`config.mk`:
```
export PLATFORM = sky130hd
export DESIGN_NAME = fifo_rx_frame
export DESIGN_NICKNAME = d
export VERILOG_FILES = /design/src/rtl/fifo_rx_frame.sv
export SDC_FILE = /design/constraint.sdc
export NUM_CORES = 1
export LEC_CHECK = 0
export BUFFER_PORTS_ARGS = -buffer_cell sky130_fd_sc_hd__buf_2
export CAP_MARGIN = 20
export CORE_UTILIZATION = 30
export CTS_BUF_LIST = sky130_fd_sc_hd__clkbuf_8
export DETAILED_ROUTE_END_ITERATION = 10
export PLACE_DENSITY = 0.43
export SETUP_SLACK_MARGIN = 0.3
export SYNTH_ARGS = -nofsm -noshare
export SYNTH_HDL_FRONTEND = slang
export SYNTH_SLANG_ARGS = --single-unit
```
`constraint.sdc`:
```
create_clock -name clk -period 3.5 [get_ports clk]
set_input_delay 0.35 -clock clk [delete_from_list [all_inputs] [get_ports clk]]
set_output_delay 0.35 -clock clk [all_outputs]
set_load 0.02 [all_outputs]
```
`src/rtl/fifo_rx_frame.sv`:
```
// Store-and-forward RX frame FIFO: bytes become readable only after a good wr_last commits the frame;
// errored or overflowing frames are discarded by rewinding the write pointer to the last commit point.
module fifo_rx_frame #(
  parameter int DATA_WIDTH = 8,
  parameter int FIFO_DEPTH = 64,
  parameter int CNT_WIDTH  = 16
) (
  input  logic                  clk,
  input  logic                  rst_n,
  input  logic                  wr_valid,
  input  logic [DATA_WIDTH-1:0] wr_data,
  input  logic                  wr_last,
  input  logic                  wr_err,
  output logic                  wr_full,
  output logic                  rd_valid,
  output logic [DATA_WIDTH-1:0] rd_data,
  output logic                  rd_last,
  input  logic                  rd_ready,
  output logic                  drop_pulse,
  output logic [CNT_WIDTH-1:0]  drop_count
);

  localparam int AW = $clog2(FIFO_DEPTH);
  localparam logic [AW:0]          PTR_ONE = {{AW{1'b0}}, 1'b1};
  localparam logic [AW:0]          DEPTH_P = {1'b1, {AW{1'b0}}};
  localparam logic [CNT_WIDTH-1:0] CNT_ONE = {{(CNT_WIDTH-1){1'b0}}, 1'b1};

  logic [DATA_WIDTH:0]  r_mem [FIFO_DEPTH];
  logic [AW:0]          r_wr_ptr;
  logic [AW:0]          r_commit_ptr;
  logic [AW:0]          r_rd_ptr;
  logic                 r_ovf;
  logic                 r_rd_valid;
  logic [DATA_WIDTH-1:0] r_rd_data;
  logic                 r_rd_last;
  logic                 r_drop_pulse;
  logic [CNT_WIDTH-1:0] r_drop_count;

  logic w_full;
  logic w_present;
  logic w_store;
  logic w_drop;
  logic w_load;

  // Free space is judged on the pre-edge read pointer, so a same-cycle read does not free a slot.
  assign w_full    = ((r_wr_ptr - r_rd_ptr) == DEPTH_P);
  assign w_present = (r_commit_ptr != r_rd_ptr);
  assign w_store   = wr_valid && !w_full && !r_ovf;
  assign w_drop    = wr_valid && wr_last && (wr_err || !w_store);
  assign w_load    = w_present && (!r_rd_valid || rd_ready);

  always_ff @(posedge clk) begin
    if (w_store) begin
      r_mem[r_wr_ptr[AW-1:0]] <= {wr_last, wr_data};
    end
  end

  always_ff @(posedge clk or negedge rst_n) begin
    if (!rst_n) begin
      r_wr_ptr     <= '0;
      r_commit_ptr <= '0;
      r_ovf        <= 1'b0;
      r_drop_pulse <= 1'b0;
      r_drop_count <= '0;
    end else begin
      r_drop_pulse <= w_drop;
      if (w_drop) begin
        r_wr_ptr <= r_commit_ptr;
        r_ovf    <= 1'b0;
        if (r_drop_count != '1) begin
          r_drop_count <= r_drop_count + CNT_ONE;
        end
      end else if (w_store) begin
        r_wr_ptr <= r_wr_ptr + PTR_ONE;
        if (wr_last) begin
          r_commit_ptr <= r_wr_ptr + PTR_ONE;
        end
      end else if (wr_valid) begin
        r_ovf <= 1'b1;
      end
    end
  end

  always_ff @(posedge clk or negedge rst_n) begin
    if (!rst_n) begin
      r_rd_ptr   <= '0;
      r_rd_valid <= 1'b0;
      r_rd_data  <= '0;
      r_rd_last  <= 1'b0;
    end else if (w_load) begin
      {r_rd_last, r_rd_data} <= r_mem[r_rd_ptr[AW-1:0]];
      r_rd_ptr   <= r_rd_ptr + PTR_ONE;
      r_rd_valid <= 1'b1;
    end else if (rd_ready) begin
      r_rd_valid <= 1'b0;
    end
  end

  assign wr_full    = w_full;
  assign rd_valid   = r_rd_valid;
  assign rd_data    = r_rd_data;
  assign rd_last    = r_rd_last;
  assign drop_pulse = r_drop_pulse;
  assign drop_count = r_drop_count;

endmodule
```
==> out/qor.yml <==
outcome: "completed"
place_congestion: 0.781
whs_path_depth: 1
power.density_nw_per_um2: 774
syn2layout_area_growth_pct: 15.8
die_x_um: 292
portBuffers: 41
p_switching_mw: 7.91
synthTopCellsByArea: "edfxtp_1 69%, mux4_2 12%, dfrtp_1 4.9%"
pwr-share-comb: 0.333
synthCells: 1342
crit_arrival_ns: 3.60
cts_tree: "built"
clkTransAtPathRegs_ns: 0.06
grt_use_total: 0.167
worst-path-buf-inv: 2
row_count: 105
final_hold_viol_count: 0
yosysTopAreaCellShare: 0.686
fin_nets: 1510
met3_usage: 0.0359
routed_wl_mm: 70.8
clock.fmax_ghz: 0.332
grt_pass1_vias: 13900
clk-insertion-delay-late_ns: 0.71
sw_frac_of_total: 0.350
rsz0062_at_grt: "no"
irDropWorstVdd_v: 0.000441
slowest_stage: "buf_6"
root_buffer: "clkbuf_8"
ant_nets: 0
path_depth: 8
cap_viol_max_count: 0
hpwl_mm: 42.6
setup_violations: 0
hold_class: "primary input to flop"
worstSetupEndpointType: "flop"
coreArea_um2: 82600
ys_ff_latch: 625
slowest_delay_ns: 0.50
die_h_um: 292
wl_per_cell_um: 26.8
seq_area_frac_synth: 0.734
firstDrtPassIters: 5
min_period_over_period: 0.861
grt_pass1_wl_mm: 102
die-area_um2: 85300
vias: 13400
skew_ns: 0.0308
syn_nets: 1365
tns_ns: 0
synth_flop_cell: "edfxtp_1"
htree_levels: 3
synth_edf_count: 576
required_ns: 4.09
slew_headroom: 0.286
ys.warnings.count: 0
path_cells: "buf_4 -> buf_6 -> and2_1 -> a22oi_1 -> a41o_1 -> nor3_1 -> o21ai_0 -> a21o_1"
antenna_found_initial: 2
top_usage_layer: "met2"
path_class: "flop to flop"
async_flop_share: 0.0784
crit_family: "buffers and inverters"
synth_cell_types: 70
start_util: 0.305
syn_area_um2: 25200
clockBufferDepth: 3
r2r_cells: 8
io_pins: 42
p_int_mw: 14.7
fin_cells: 2645
fillCellCount: 7700
drcViolationCount: 0
seqPwrFrac: 0.394
drtIter0Drc: 1053
grt_max_degree: 119
start_kind: "flop"
yosys.area.top_type: "edfxtp_1"
clock-sinks: 625
timing.final.max_slew_violations: 0
path_max_fanout: 42
grt_use_met1: 0.236
via_per_inst: 5.05
clkPwrFrac: 0.272
use_met2: 0.254
drive_above_1_share: 0.290
synth_area_per_cell_um2: 18.8
seq_area_um2: 18500
overflow: 0
post-route-min-period_ns: 3.01
cts_buffers: 108
multi_input_area_um2: 6510
power_leakage_nw: 9.60
dp_cells: 2444
worst_pin_slew_ns: 1.07
[registers in the layout, indices dropped and copies added (netlist names)]
| register | cells |
|---|---|
| rd_valid | 1 |
| r_rd_ptr | 7 |
| r_mem | 576 |
| r_ovf | 1 |
| r_commit_ptr | 7 |
| rd_data | 8 |
| rd_last | 1 |
| r_wr_ptr | 7 |
| drop_pulse | 1 |
| drop_count | 16 |
[power by group through the flow]
stage / combinational [mW] / clock, mW / sequential (mW)
finish: 7.54 / 6.15 / 8.92
global route: 8.07 / 6.62 / 8.96
CTS: 7.60 / 6.34 / 8.93
detailed placement: 7.55 / 0 / 9.08
global placement: 7.56 / 0 / 9.07
floorplan: 4.87 / 0 / 9.07
[worst register-to-register path: cells and delay by family (launching register included)]
| family | cells | cell delay, ns |
|---|---|---|
| flip-flops | 1 | 0.35 |
| buffers and inverters | 2 | 0.89 |
| AND/OR/NAND/NOR | 2 | 0.85 |
| AO/OA/AOI/OAI | 4 | 0.83 |
[cell usage after synthesis, drive strengths merged, types with 4 or more instances]
master	number
mux2	4
a22oi	7
clkbuf	24
nor2b	5
o211ai	4
xnor2	21
buf	47
nand3	35
dfrtp	49
and2	4
inv	14
a221oi	7
edfxtp	576
o22ai	7
nor2	101
nor3	19
ha	9
mux2i	46
and3	11
xor2	12
a31oi	14
nand4	4
nand2	79
mux4	139
a21oi	19
nand2b	4
o21ai	29
nand3b	4
nor4	5
o2111ai	5
[cell usage in the layout (no fill, tap or decap), types with 33 or more instances in the layout]
master	instances
nor2_1	44
nand2_1	79
clkbuf_8	117
edfxtp_1	576
buf_4	53
nor2_2	33
dfrtp_1	46
inv_1	43
mux2i_1	46
mux4_2	130
buf_2	41
nand3_1	34
[through the flow]
stage               instance area, um^2  power (mW)   util  setup slack (ns)  hold WS [ns]
global placement                  27100        16.6  0.328             0.277         0.483
CTS                               29200        22.9  0.353             0.261        0.0470
floorplan                         25500        13.9      -             0.256        0.0544
detailed placement                27100        16.6  0.328             0.241         0.492
finish                            29200        22.6  0.354             0.487         0.117
global route                      29200        23.6  0.354             0.330        0.0847
[repair_timing]
action                                  CTS  global route
endpoints found under the hold margin    31             0
hold buffers                              3             0
endpoints found under the setup margin   49           243
resized for setup                         8            22
buffers inserted                          0             0
[layout make-up]
class | instances | area share
clock inverter | 80 | 0.0127
tap | 1070 | 0.0458
timing repair buffer | 106 | 0.0275
multi-input combinational | 632 | 0.223
inverter | 14 | 0.00180
sequential | 625 | 0.634
clock buffer | 117 | 0.0551
antenna | 1 | 0.0000856
[worst paths after layout]
path                                             from                         end  slack, ns
max                           r_rd_ptr[2]$_DFFE_PN0P_         rd_last$_DFFE_PN0P_       0.49
min                                        wr_data[4]      r_mem[33][4]$_DFFE_PP_       0.12
max reg2reg                   r_rd_ptr[2]$_DFFE_PN0P_         rd_last$_DFFE_PN0P_       0.49
min reg2reg                drop_count[11]$_DFFE_PN0P_  drop_count[11]$_DFFE_PN0P_       0.49
max in group asynchronous                       rst_n     r_rd_ptr[1]$_DFFE_PN0P_       2.31
min in group asynchronous                       rst_n   drop_count[6]$_DFFE_PN0P_       0.30
[layer usage]
metal / share of wire / routed length (um) / vias up
met5: 0 / 0 / -
met4: 0.027 / 1890 / 0
met3: 0.052 / 3670 / 116
met2: 0.45 / 32200 / 378
met1: 0.47 / 33100 / 7132
li1: - / - / 5730
[cells by family (layout without fill, tap and decap cells)]
group,after synthesis,in the layout,share of synthesized area
xor gates and xnor gates,33,33,0.0115
other,0,1,0
muxes,189,189,0.145
and+or+nand+nor,280,280,0.0505
adders and majority gates,9,9,0.00446
DFF,625,625,0.734
AOI/OAI and AO/OA,121,121,0.0333
buffers and inverters,85,317,0.0206
Note: power is estimated with default switching activity, not from simulation.
